**config.mk**
```make
export PLATFORM = sky130hd
export DESIGN_NAME = line_follow_ctrl
export DESIGN_NICKNAME = d
export VERILOG_FILES = /design/src/rtl/line_follow_ctrl.sv
export SDC_FILE = /design/constraint.sdc
export NUM_CORES = 1
export LEC_CHECK = 0
export CORE_ASPECT_RATIO = 1.25
export CORE_UTILIZATION = 49
export CTS_BUF_LIST = sky130_fd_sc_hd__clkbuf_4
export CTS_CLUSTER_SIZE = 24
export DETAILED_ROUTE_END_ITERATION = 16
export PLACE_DENSITY_LB_ADDON = 0.08
export SYNTH_ARGS = -nofsm -noshare
export SYNTH_HDL_FRONTEND = slang
export SYNTH_SLANG_ARGS = --single-unit
```
**constraint.sdc**
```tcl
create_clock -name clk -period 2.3 [get_ports clk]
set_input_delay 0.23 -clock clk [delete_from_list [all_inputs] [get_ports clk]]
set_output_delay 0.23 -clock clk [all_outputs]
set_load 0.1 [all_outputs]
```
**src/rtl/line_follow_ctrl.sv**
```systemverilog
// line_follow_ctrl
//   Rover drive controller. It steers along an inductive guide line and
//   stops for obstacles. It backs away once an obstacle clears. It searches
//   toward the side where the line was last seen, and gives up after a
//   timeout.
//
// Ports
//   clk        system clock; all logic on the rising edge
//   rst_n      synchronous active-low reset
//   enable     run request; low forces IDLE
//   induct     raw inductive sensors, bit N_SENS-1 leftmost, 1 = line seen
//   proxim     raw proximity sensor, 1 = object near
//   motor_cmd  H-bridge command {L_fwd, L_rev, R_fwd, R_rev}
//   state      current FSM state code
//   obstacle   debounced proximity flag
//   lost       line-lost flag
module line_follow_ctrl #(
  parameter int N_SENS       = 3,
  parameter int DEBOUNCE_CYC = 4,
  parameter int LOST_TIMEOUT = 16,
  parameter int RECOVER_CYC  = 8
) (
  input  logic              clk,
  input  logic              rst_n,
  input  logic              enable,
  input  logic [N_SENS-1:0] induct,
  input  logic              proxim,
  output logic [3:0]        motor_cmd,
  output logic [2:0]        state,
  output logic              obstacle,
  output logic              lost
);

  localparam int unsigned NS    = N_SENS;
  localparam int unsigned C     = (NS - 1) / 2;
  localparam int          CNT_W = $clog2(C + 1);
  localparam int          DB_W  = $clog2(DEBOUNCE_CYC + 1);
  localparam int          ST_W  = $clog2(LOST_TIMEOUT + 1);
  localparam int          RC_W  = $clog2(RECOVER_CYC + 1);

  localparam logic [3:0] CMD_STOP   = 4'b0000;
  localparam logic [3:0] CMD_FWD    = 4'b1010;
  localparam logic [3:0] CMD_SPIN_L = 4'b0110;
  localparam logic [3:0] CMD_SPIN_R = 4'b1001;
  localparam logic [3:0] CMD_REV    = 4'b0101;

  typedef enum logic [2:0] {
    S_IDLE    = 3'd0,
    S_FOLLOW  = 3'd1,
    S_TURN_L  = 3'd2,
    S_TURN_R  = 3'd3,
    S_HOLD    = 3'd4,
    S_RECOVER = 3'd5,
    S_SEARCH  = 3'd6,
    S_LOST    = 3'd7
  } state_t;

  typedef enum logic {
    DIR_RIGHT = 1'b0,
    DIR_LEFT  = 1'b1
  } dir_t;

  // Input synchronisers
  logic [N_SENS-1:0] r_ind_s1;
  logic [N_SENS-1:0] r_ind_s2;
  logic              r_prox_s1;
  logic              r_prox_s2;

  // Debounce
  logic              r_obstacle;
  logic [DB_W-1:0]   r_db_cnt;

  // FSM and registered outputs
  state_t            r_state;
  dir_t              r_dir;
  logic [3:0]        r_motor;
  logic              r_lost;
  logic [ST_W-1:0]   r_srch_cnt;
  logic [RC_W-1:0]   r_rec_cnt;

  // Combinational
  logic [CNT_W-1:0]  w_lc;
  logic [CNT_W-1:0]  w_rc;
  logic              w_none;
  logic              w_all;
  state_t            w_line_state;
  dir_t              w_line_dir;
  state_t            w_state_nxt;
  dir_t              w_dir_nxt;
  logic [3:0]        w_motor_nxt;
  logic              w_srch_expired;
  logic              w_rec_done;

  // Synchronisers and proximity debounce
  always_ff @(posedge clk) begin
    if (!rst_n) begin
      r_ind_s1   <= '0;
      r_ind_s2   <= '0;
      r_prox_s1  <= 1'b0;
      r_prox_s2  <= 1'b0;
      r_obstacle <= 1'b0;
      r_db_cnt   <= '0;
    end else begin
      r_ind_s1  <= induct;
      r_ind_s2  <= r_ind_s1;
      r_prox_s1 <= proxim;
      r_prox_s2 <= r_prox_s1;
      if (r_prox_s2 != r_obstacle) begin
        if (r_db_cnt == DB_W'(DEBOUNCE_CYC - 1)) begin
          r_obstacle <= r_prox_s2;
          r_db_cnt   <= '0;
        end else begin
          r_db_cnt <= r_db_cnt + DB_W'(1);
        end
      end else begin
        r_db_cnt <= '0;
      end
    end
  end

  // Line error: sensor counts on each side of the centre sensor
  always_comb begin
    w_lc = '0;
    w_rc = '0;
    for (int unsigned i = 0; i < C; i++) begin
      w_rc = w_rc + CNT_W'(r_ind_s2[i]);
    end
    for (int unsigned i = C + 1; i < NS; i++) begin
      w_lc = w_lc + CNT_W'(r_ind_s2[i]);
    end
    w_none = (r_ind_s2 == '0);
    w_all  = (r_ind_s2 == '1);
  end

  // Line decision shared by the tracking states and by RECOVER once it is done.
  // A cross-line (all sensors on) keeps the current state, except at the end
  // of RECOVER. There the rover is back on the track, so it resumes FOLLOW
  // and does not keep reversing.
  always_comb begin
    w_line_state = r_state;
    w_line_dir   = r_dir;
    if (w_none) begin
      w_line_state = S_SEARCH;
    end else if (w_all) begin
      w_line_state = (r_state == S_RECOVER) ? S_FOLLOW : r_state;
    end else if (w_lc > w_rc) begin
      w_line_state = S_TURN_L;
      w_line_dir   = DIR_LEFT;
    end else if (w_rc > w_lc) begin
      w_line_state = S_TURN_R;
      w_line_dir   = DIR_RIGHT;
    end else begin
      w_line_state = S_FOLLOW;
    end
  end

  assign w_srch_expired = w_none && (r_srch_cnt >= ST_W'(LOST_TIMEOUT - 1));
  assign w_rec_done     = (r_rec_cnt <= RC_W'(1));

  // Next-state logic, in priority order
  always_comb begin
    w_state_nxt = r_state;
    w_dir_nxt   = r_dir;
    if (!enable) begin
      w_state_nxt = S_IDLE;
    end else if (r_state == S_LOST) begin
      w_state_nxt = S_LOST;
    end else if (r_obstacle) begin
      w_state_nxt = S_HOLD;
    end else if (r_state == S_HOLD) begin
      w_state_nxt = S_RECOVER;
    end else if (r_state == S_RECOVER && !w_rec_done) begin
      w_state_nxt = S_RECOVER;
    end else if (r_state == S_SEARCH && w_srch_expired) begin
      w_state_nxt = S_LOST;
    end else begin
      w_state_nxt = w_line_state;
      w_dir_nxt   = w_line_dir;
    end
  end

  // Output logic: the command follows the next state and is registered with it
  always_comb begin
    w_motor_nxt = CMD_STOP;
    case (w_state_nxt)
      S_FOLLOW:  w_motor_nxt = CMD_FWD;
      S_TURN_L:  w_motor_nxt = CMD_SPIN_L;
      S_TURN_R:  w_motor_nxt = CMD_SPIN_R;
      S_RECOVER: w_motor_nxt = CMD_REV;
      S_SEARCH:  w_motor_nxt = (w_dir_nxt == DIR_LEFT) ? CMD_SPIN_L : CMD_SPIN_R;
      default:   w_motor_nxt = CMD_STOP;
    endcase
  end

  // State register, timers and registered outputs
  always_ff @(posedge clk) begin
    if (!rst_n) begin
      r_state    <= S_IDLE;
      r_dir      <= DIR_RIGHT;
      r_motor    <= CMD_STOP;
      r_lost     <= 1'b0;
      r_srch_cnt <= '0;
      r_rec_cnt  <= '0;
    end else begin
      r_state <= w_state_nxt;
      r_dir   <= w_dir_nxt;
      r_motor <= w_motor_nxt;
      // LOST is left only through IDLE, so the flag tracks LOST directly.
      r_lost  <= (w_state_nxt == S_LOST);

      // Search timer: cleared on entry and saturates at the limit. It keeps
      // counting on a cross-line seen during SEARCH.
      if (w_state_nxt == S_SEARCH && r_state == S_SEARCH) begin
        if (r_srch_cnt != ST_W'(LOST_TIMEOUT)) begin
          r_srch_cnt <= r_srch_cnt + ST_W'(1);
        end
      end else begin
        r_srch_cnt <= '0;
      end

      // Recover timer: loaded on entry, then counts down once per cycle
      if (w_state_nxt == S_RECOVER) begin
        if (r_state != S_RECOVER) begin
          r_rec_cnt <= RC_W'(RECOVER_CYC);
        end else begin
          r_rec_cnt <= r_rec_cnt - RC_W'(1);
        end
      end else begin
        r_rec_cnt <= '0;
      end
    end
  end

  assign motor_cmd = r_motor;
  assign state     = r_state;
  assign obstacle  = r_obstacle;
  assign lost      = r_lost;

endmodule

```
==> flow_summary.yaml, run 1 <==
setup_path:
  max_stage_delay_ns: 0.37
  endpoint_kind: "flip-flop"
  timing.rr.start: "r_srch_cnt[1]"
  r2r_end: "motor_cmd[0]"
  worstPathRequired_ns: 2.56
  arrival_ns: 2.42
  path_max_fanout: 4
  critPathLaunchType: "flip-flop"
  reg2reg_slack_ns: 0.14
  r2r_cells: 8
  worstPathCellList: "ha_4, and3_1, ha_2, o311a_4, nor4_4, nand3_1, or3_4, a31oi_1"
  crit_type: "flip-flop to flip-flop"
  cp_slowest_cell: "dfxtp_4"
yosys:
  synthTopCellsByArea: "dfxtp_1 (44%), ha_1 (8.2%), and2_1 (4.1%)"
  async_reset_ff_share_pct: 0
  synth_top_area_share_pct: 43.7
  syn_area_per_cell_um2: 9.42
  synth_seq_area_share_pct: 43.7
  syn-cell-area_um2: 1380
  syn_nets: 162
  synth.largest_area_cell: "dfxtp_1"
  synth_cell_type_count: 42
  synth_cells: 146
  synth-warning-count: 0
  synthFlopType: "dfxtp_1"
  synth_seq_cells: 30
  synth_edf_count: 0
die:
  rows: 21
  initial_core_util_pct: 51.3
  ios: 16
  core_area_um2: 2680
  die_w_um: 49.4
  dieHeight_um: 61.2
  die_area_um2: 3020
placed_design:
  globalplace.congestion: 0.889
  dpl.hpwl_um: 1870
  post-place-ws_ns: 0.0131
  numPortBuffers: 15
  placed_cells: 196
  place_area_um2: 1560
finish:
  area_growth_syn_to_layout_pct: 22.5
  finalNetCount: 187
  final_cells: 205
  final_cell_mix: "dfxtp_1 (25), inv_1 (13), buf_4 (13), nor2_1 (11), and2_1 (9)"
  fillers: 244
  antenna_cells: 0
  final_common_cell: "dfxtp_1"
  drive_above_1_share_pct: 25.1
  fin_area_um2: 1680
power_and_ir_drop:
  ir_drop_uv: 347
  p_leak_nw: 0.645
  power_density_nw_per_um2: 597
grt:
  gr-total-overflow: 0
  grt_pass1_vias: 967
  grt_max_degree: 13
  antenna_found_initial: 0
  grtUsageTotal_pct: 18.8
  grt_pass1_wl_um: 4130
sta:
  worst-slew-pin-transition_ns: 0.893
  drv_slew: 0
  skew_ns: 0.00492
  rsz0062_at_grt: "false"
  fmax_mhz: 462
  fin_crit_ns: 2.16
  fin_setup_tns_ns: 0
  relSlewSlack_pct: 39.6
  worst_slack_ns: 0.135
  finalCritPeriodShare_pct: 94.1
  hold_viol_final: 0
  setup_violations: 0
clocking:
  clk_pin_slew_worst_paths_ns: 0.08
  tritoncts: "done"
  cts_buffer_depth: 2
  clock-sinks: 30
  root_buffer: "clkbuf_4"
  cts_made_buffers: 5
  ctsHtreeMaxLevel: 2
  clk_latency_ns: 0.32
hold_path:
  whs_path_depth: 1
  min_from: "r_db_cnt[0]"
  holdPathEnd: "r_db_cnt[0]"
  hp-class: "flip-flop to flip-flop"
drt:
  wl_per_cell_um: 12.8
  drtIter0Drc: 41
  routed_via_density: 5.41
  ant_nets: 0
  route.detailed.drc: 0
  drt_wl_total_um: 2630
  drt_pass1_iterations: 4
  dr_total_vias: 1109
flow_run:
  maxCapViolations: 0
outcome:
  status: "complete, no violations"
## cells by family (layout without fill, tap and decap cells)
group,after synthesis,in the layout,share of synthesized area (%)
AO/OA/AOI/OAI,25,25,13.9
XOR/XNOR,6,6,3.82
adder cells (fa/ha/maj),9,9,8.19
buffers and inverters,16,41,4.37
flip-flops,30,30,43.7
multiplexers,2,2,1.46
AND/OR/NAND/NOR,58,58,24.6
## metal layers
metal | track usage, % | vias to the layer above | routed length (um)
li1 | - | 556 | -
met1 | 18.7 | 518 | 1060
met2 | 35.0 | 29 | 1390
met3 | 7.41 | 6 | 134
met4 | 8.57 | 0 | 45
met5 | 0 | - | 0
## worst max-delay path by stage
stage                  startpoint            end  slack [ns]  depth (start not counted)
floorplan                obstacle   motor_cmd[0]        0.14                          5
global placement    r_srch_cnt[0]   motor_cmd[0]        0.08                          8
detailed placement  r_srch_cnt[0]  r_srch_cnt[2]        0.01                          8
CTS                   r_ind_s2[0]   motor_cmd[1]        0.01                          8
global route          r_ind_s2[0]   motor_cmd[0]        0.03                          9
finish              r_srch_cnt[1]   motor_cmd[0]        0.14                          8
## cell type report
type / count / area [um^2] / area share [%]
Multi-Input combinational cell: 100 / 766 / 45.5
Inverter: 15 / 56.3 / 3.34
Clock buffer: 7 / 52.6 / 3.12
Tap cell: 34 / 42.5 / 2.53
Sequential cell: 30 / 609 / 36.2
Timing Repair Buffer: 19 / 158 / 9.36
## synthesized netlist by cell type (all sizes together), types with 2 or more instances
master   n
nand3    5
xor2     2
xnor2    4
o311a    2
or3      3
a21oi    6
o21ai    4
nor4     4
nor3     6
ha       9
nor2    12
nand2b   4
o21bai   3
o311ai   2
and2     9
nand2    6
dfxtp   30
and3     3
mux2i    2
inv     15
## report_power, final
part | internal, W | leakage, nW | switching, W
Sequential | 0.000533 | 0.247 | 0.0000116
Combinational | 0.0000559 | 0.366 | 0.000107
Clock | 0.000138 | 0.0322 | 0.000158
Total | 0.000728 | 0.645 | 0.000277
## metrics by stage
stage | power (W) | hold slack [ns] | utilization (%)
floorplan | 0.000671 | 0.357 | -
global placement | 0.000710 | 0.410 | 58.2
detailed placement | 0.000711 | 0.418 | 58.2
CTS | 0.00101 | 0.429 | 60.7
global route | 0.00106 | 0.449 | 62.8
finish | 0.00100 | 0.426 | 62.8
## sequential cells by signal, summed over array words and instances (netlist names), 3 cells and up
signal,cells
motor_cmd,4
r_db_cnt,3
r_ind_s1,3
r_ind_s2,3
r_rec_cnt,4
r_srch_cnt,5
state,3
## worst max-delay path: cells and delay by family (launching register included)
kind                     cells  cell delay [ns]
flip-flops                   1             0.37
adder cells (fa/ha/maj)      2             0.33
AND/OR/NAND/NOR              4             0.91
AO/OA/AOI/OAI                2             0.49
## what timing repair did
item / in CTS / in global routing
hold buffers: 0 / 0
pin swaps: 0 / 6
endpoints found under the setup margin: 2 / 7
buffers inserted: 0 / 2
gates resized for setup: 2 / 9
Note: power is estimated with default switching activity, not from simulation.
==> inputs of run 2 (changes only) <==
- CTS_BUF_LIST: sky130_fd_sc_hd__clkbuf_4 -> sky130_fd_sc_hd__clkbuf_4 sky130_fd_sc_hd__clkbuf_8 sky130_fd_sc_hd__clkbuf_16
==> results of run 2 <==
Final layout, timing and power as in run 1 (identical DEF).
==> inputs of run 3 (changes only) <==
- CORE_MARGIN: unset -> 1.5
- SKIP_LAST_GASP: unset -> 1
==> flow_summary.yaml, run 3 (synthesis gave the netlist of run 1 again) <==
setup_path:
  crit_type: "flip-flop to flip-flop"
  r2r_cells: 8
  worstPathCellList: "ha_4, and3_1, ha_2, o311a_4, nor4_4, nand3_1, or3_4, a21oi_1"
  crit_buf_inv: 0
  arrival_ns: 2.42
  critPathLaunchType: "flip-flop"
  cp_slowest_cell: "o311a_4"
  endpoint_kind: "flip-flop"
  max_stage_delay_ns: 0.37
  worstPathRequired_ns: 2.55
  path_max_fanout: 5
  cp_top_family: "simple AND/OR/NAND/NOR gates"
  worstSetupPathDepth: 8
finish:
  antenna_cells: 0
  finalNetCount: 186
  area_growth_syn_to_layout_pct: 22.0
  final_common_cell: "dfxtp_1"
  final_cell_mix: "dfxtp_1 (25), inv_1 (13), buf_4 (12), nor2_1 (11), and2_1 (9)"
  multi_input_area_um2: 771
  seqCellArea_um2: 607
  fin_util_pct: 62.6
  drive_above_1_share_pct: 24.9
  fillers: 243
  registers.top_by_ff_count: "r_srch_cnt"
  largest_register_ff_count: 5
grt:
  grt_pass1_vias: 1076
  grt_pass1_wl_um: 4420
  grt_max_degree: 13
  antenna_found_initial: 0
  grtUsageTotal_pct: 18.7
  gr-total-overflow: 0
sta:
  fmax_mhz: 459
  hold_viol_final: 0
  setup_violations: 0
  worst_slack_ns: 0.122
  fin_crit_ns: 2.18
  holdWs_ns: 0.426
  finalCritPeriodShare_pct: 94.7
  relSlewSlack_pct: 44.3
  worst-slew-pin-transition_ns: 0.823
  skew_ns: 0.00540
  drv_slew: 0
drt:
  drt_wl_total_um: 2520
  wl_per_cell_um: 12.4
  routed_via_density: 5.30
  route.detailed.drc: 0
  drtIter0Drc: 34
  dr_total_vias: 1076
  ant_nets: 0
  drt_pass1_iterations: 4
die:
  initial_core_util_pct: 51.3
  core_area_um2: 2680
  dieHeight_um: 62.2
  ios: 16
  rows: 21
  die_area_um2: 3130
  die_w_um: 50.4
placed_design:
  post-place-ws_ns: 0.00326
  dpl.hpwl_um: 1940
  numPortBuffers: 15
  globalplace.congestion: 0.855
hold_path:
  whs_path_depth: 1
  hp-class: "flip-flop to flip-flop"
clocking:
  tritoncts: "done"
  ctsHoldBuffers: 0
  clk_pin_slew_worst_paths_ns: 0.08
  clock-sinks: 30
  root_buffer: "clkbuf_4"
  cts_buffer_depth: 2
  clk_latency_ns: 0.32
  cts_made_buffers: 5
  ctsHtreeMaxLevel: 2
power_and_ir_drop:
  ir_drop_uv: 416
  p_leak_nw: 0.636
  power_density_nw_per_um2: 597
flow_run:
  maxCapViolations: 0
outcome:
  status: "complete, no violations"
==> run 3: changes by cell type in the layout (fill, tap and decap cells not counted), sizes merged <==
| cell | before | now |
|---|---|---|
| clkbuf | 7 | 6 |
| buf | 13 | 12 |
==> run 3: through the flow <==
| stage | TNS (ns) | instance area, um^2 | instances | power [W] |
|---|---|---|---|---|
| floorplan | 0 | 1380 | 146 | 0.000671 |
| global placement | 0 | 1560 | 196 | 0.000710 |
| detailed placement | 0 | 1560 | 196 | 0.000712 |
| CTS | -0.00987 | 1630 | 203 | 0.00101 |
| global route | -0.0194 | 1680 | 203 | 0.00105 |
| finish | 0 | 1680 | 203 | 0.00100 |
==> run 3: per-layer routing <==
metal / track usage, % / up-vias / part of all wire [%]
li1: - / 557 / -
met2: 33.9 / 22 / 53
met3: 6.49 / 4 / 4.1
met5: 0 / - / 0
met1: 18.6 / 493 / 42
met4: 8.11 / 0 / 1.6
==> run 3: layout make-up <==
cell class / count / area share, %
Multi-Input combinational cell: 100 / 45.9
Sequential cell: 30 / 36.2
Timing Repair Buffer: 18 / 8.95
Inverter: 15 / 3.36
Clock buffer: 6 / 3.06
Tap cell: 34 / 2.54
==> run 3: worst paths after layout <==
check | from | to | slack (ns)
worst max register to register | r_srch_cnt[1] | motor_cmd[3] | 0.12
worst min-delay path | r_db_cnt[0] | r_db_cnt[0] | 0.43
worst max-delay path | r_srch_cnt[1] | motor_cmd[3] | 0.12
worst min register to register | r_db_cnt[0] | r_db_cnt[0] | 0.43
==> run 3: power by group <==
group	internal (W)	leakage, nW	switching (W)	total (W)
Sequential	0.000535	0.246	0.0000115	0.000546
Combinational	0.0000574	0.359	0.000107	0.000164
Clock	0.000137	0.0302	0.000154	0.000292
==> run 3: what timing repair did <==
item	4_1_cts	5_1_grt
setup endpoints to repair	3	9
buffers inserted	1	0
pin swaps	1	4
resized for setup	1	10
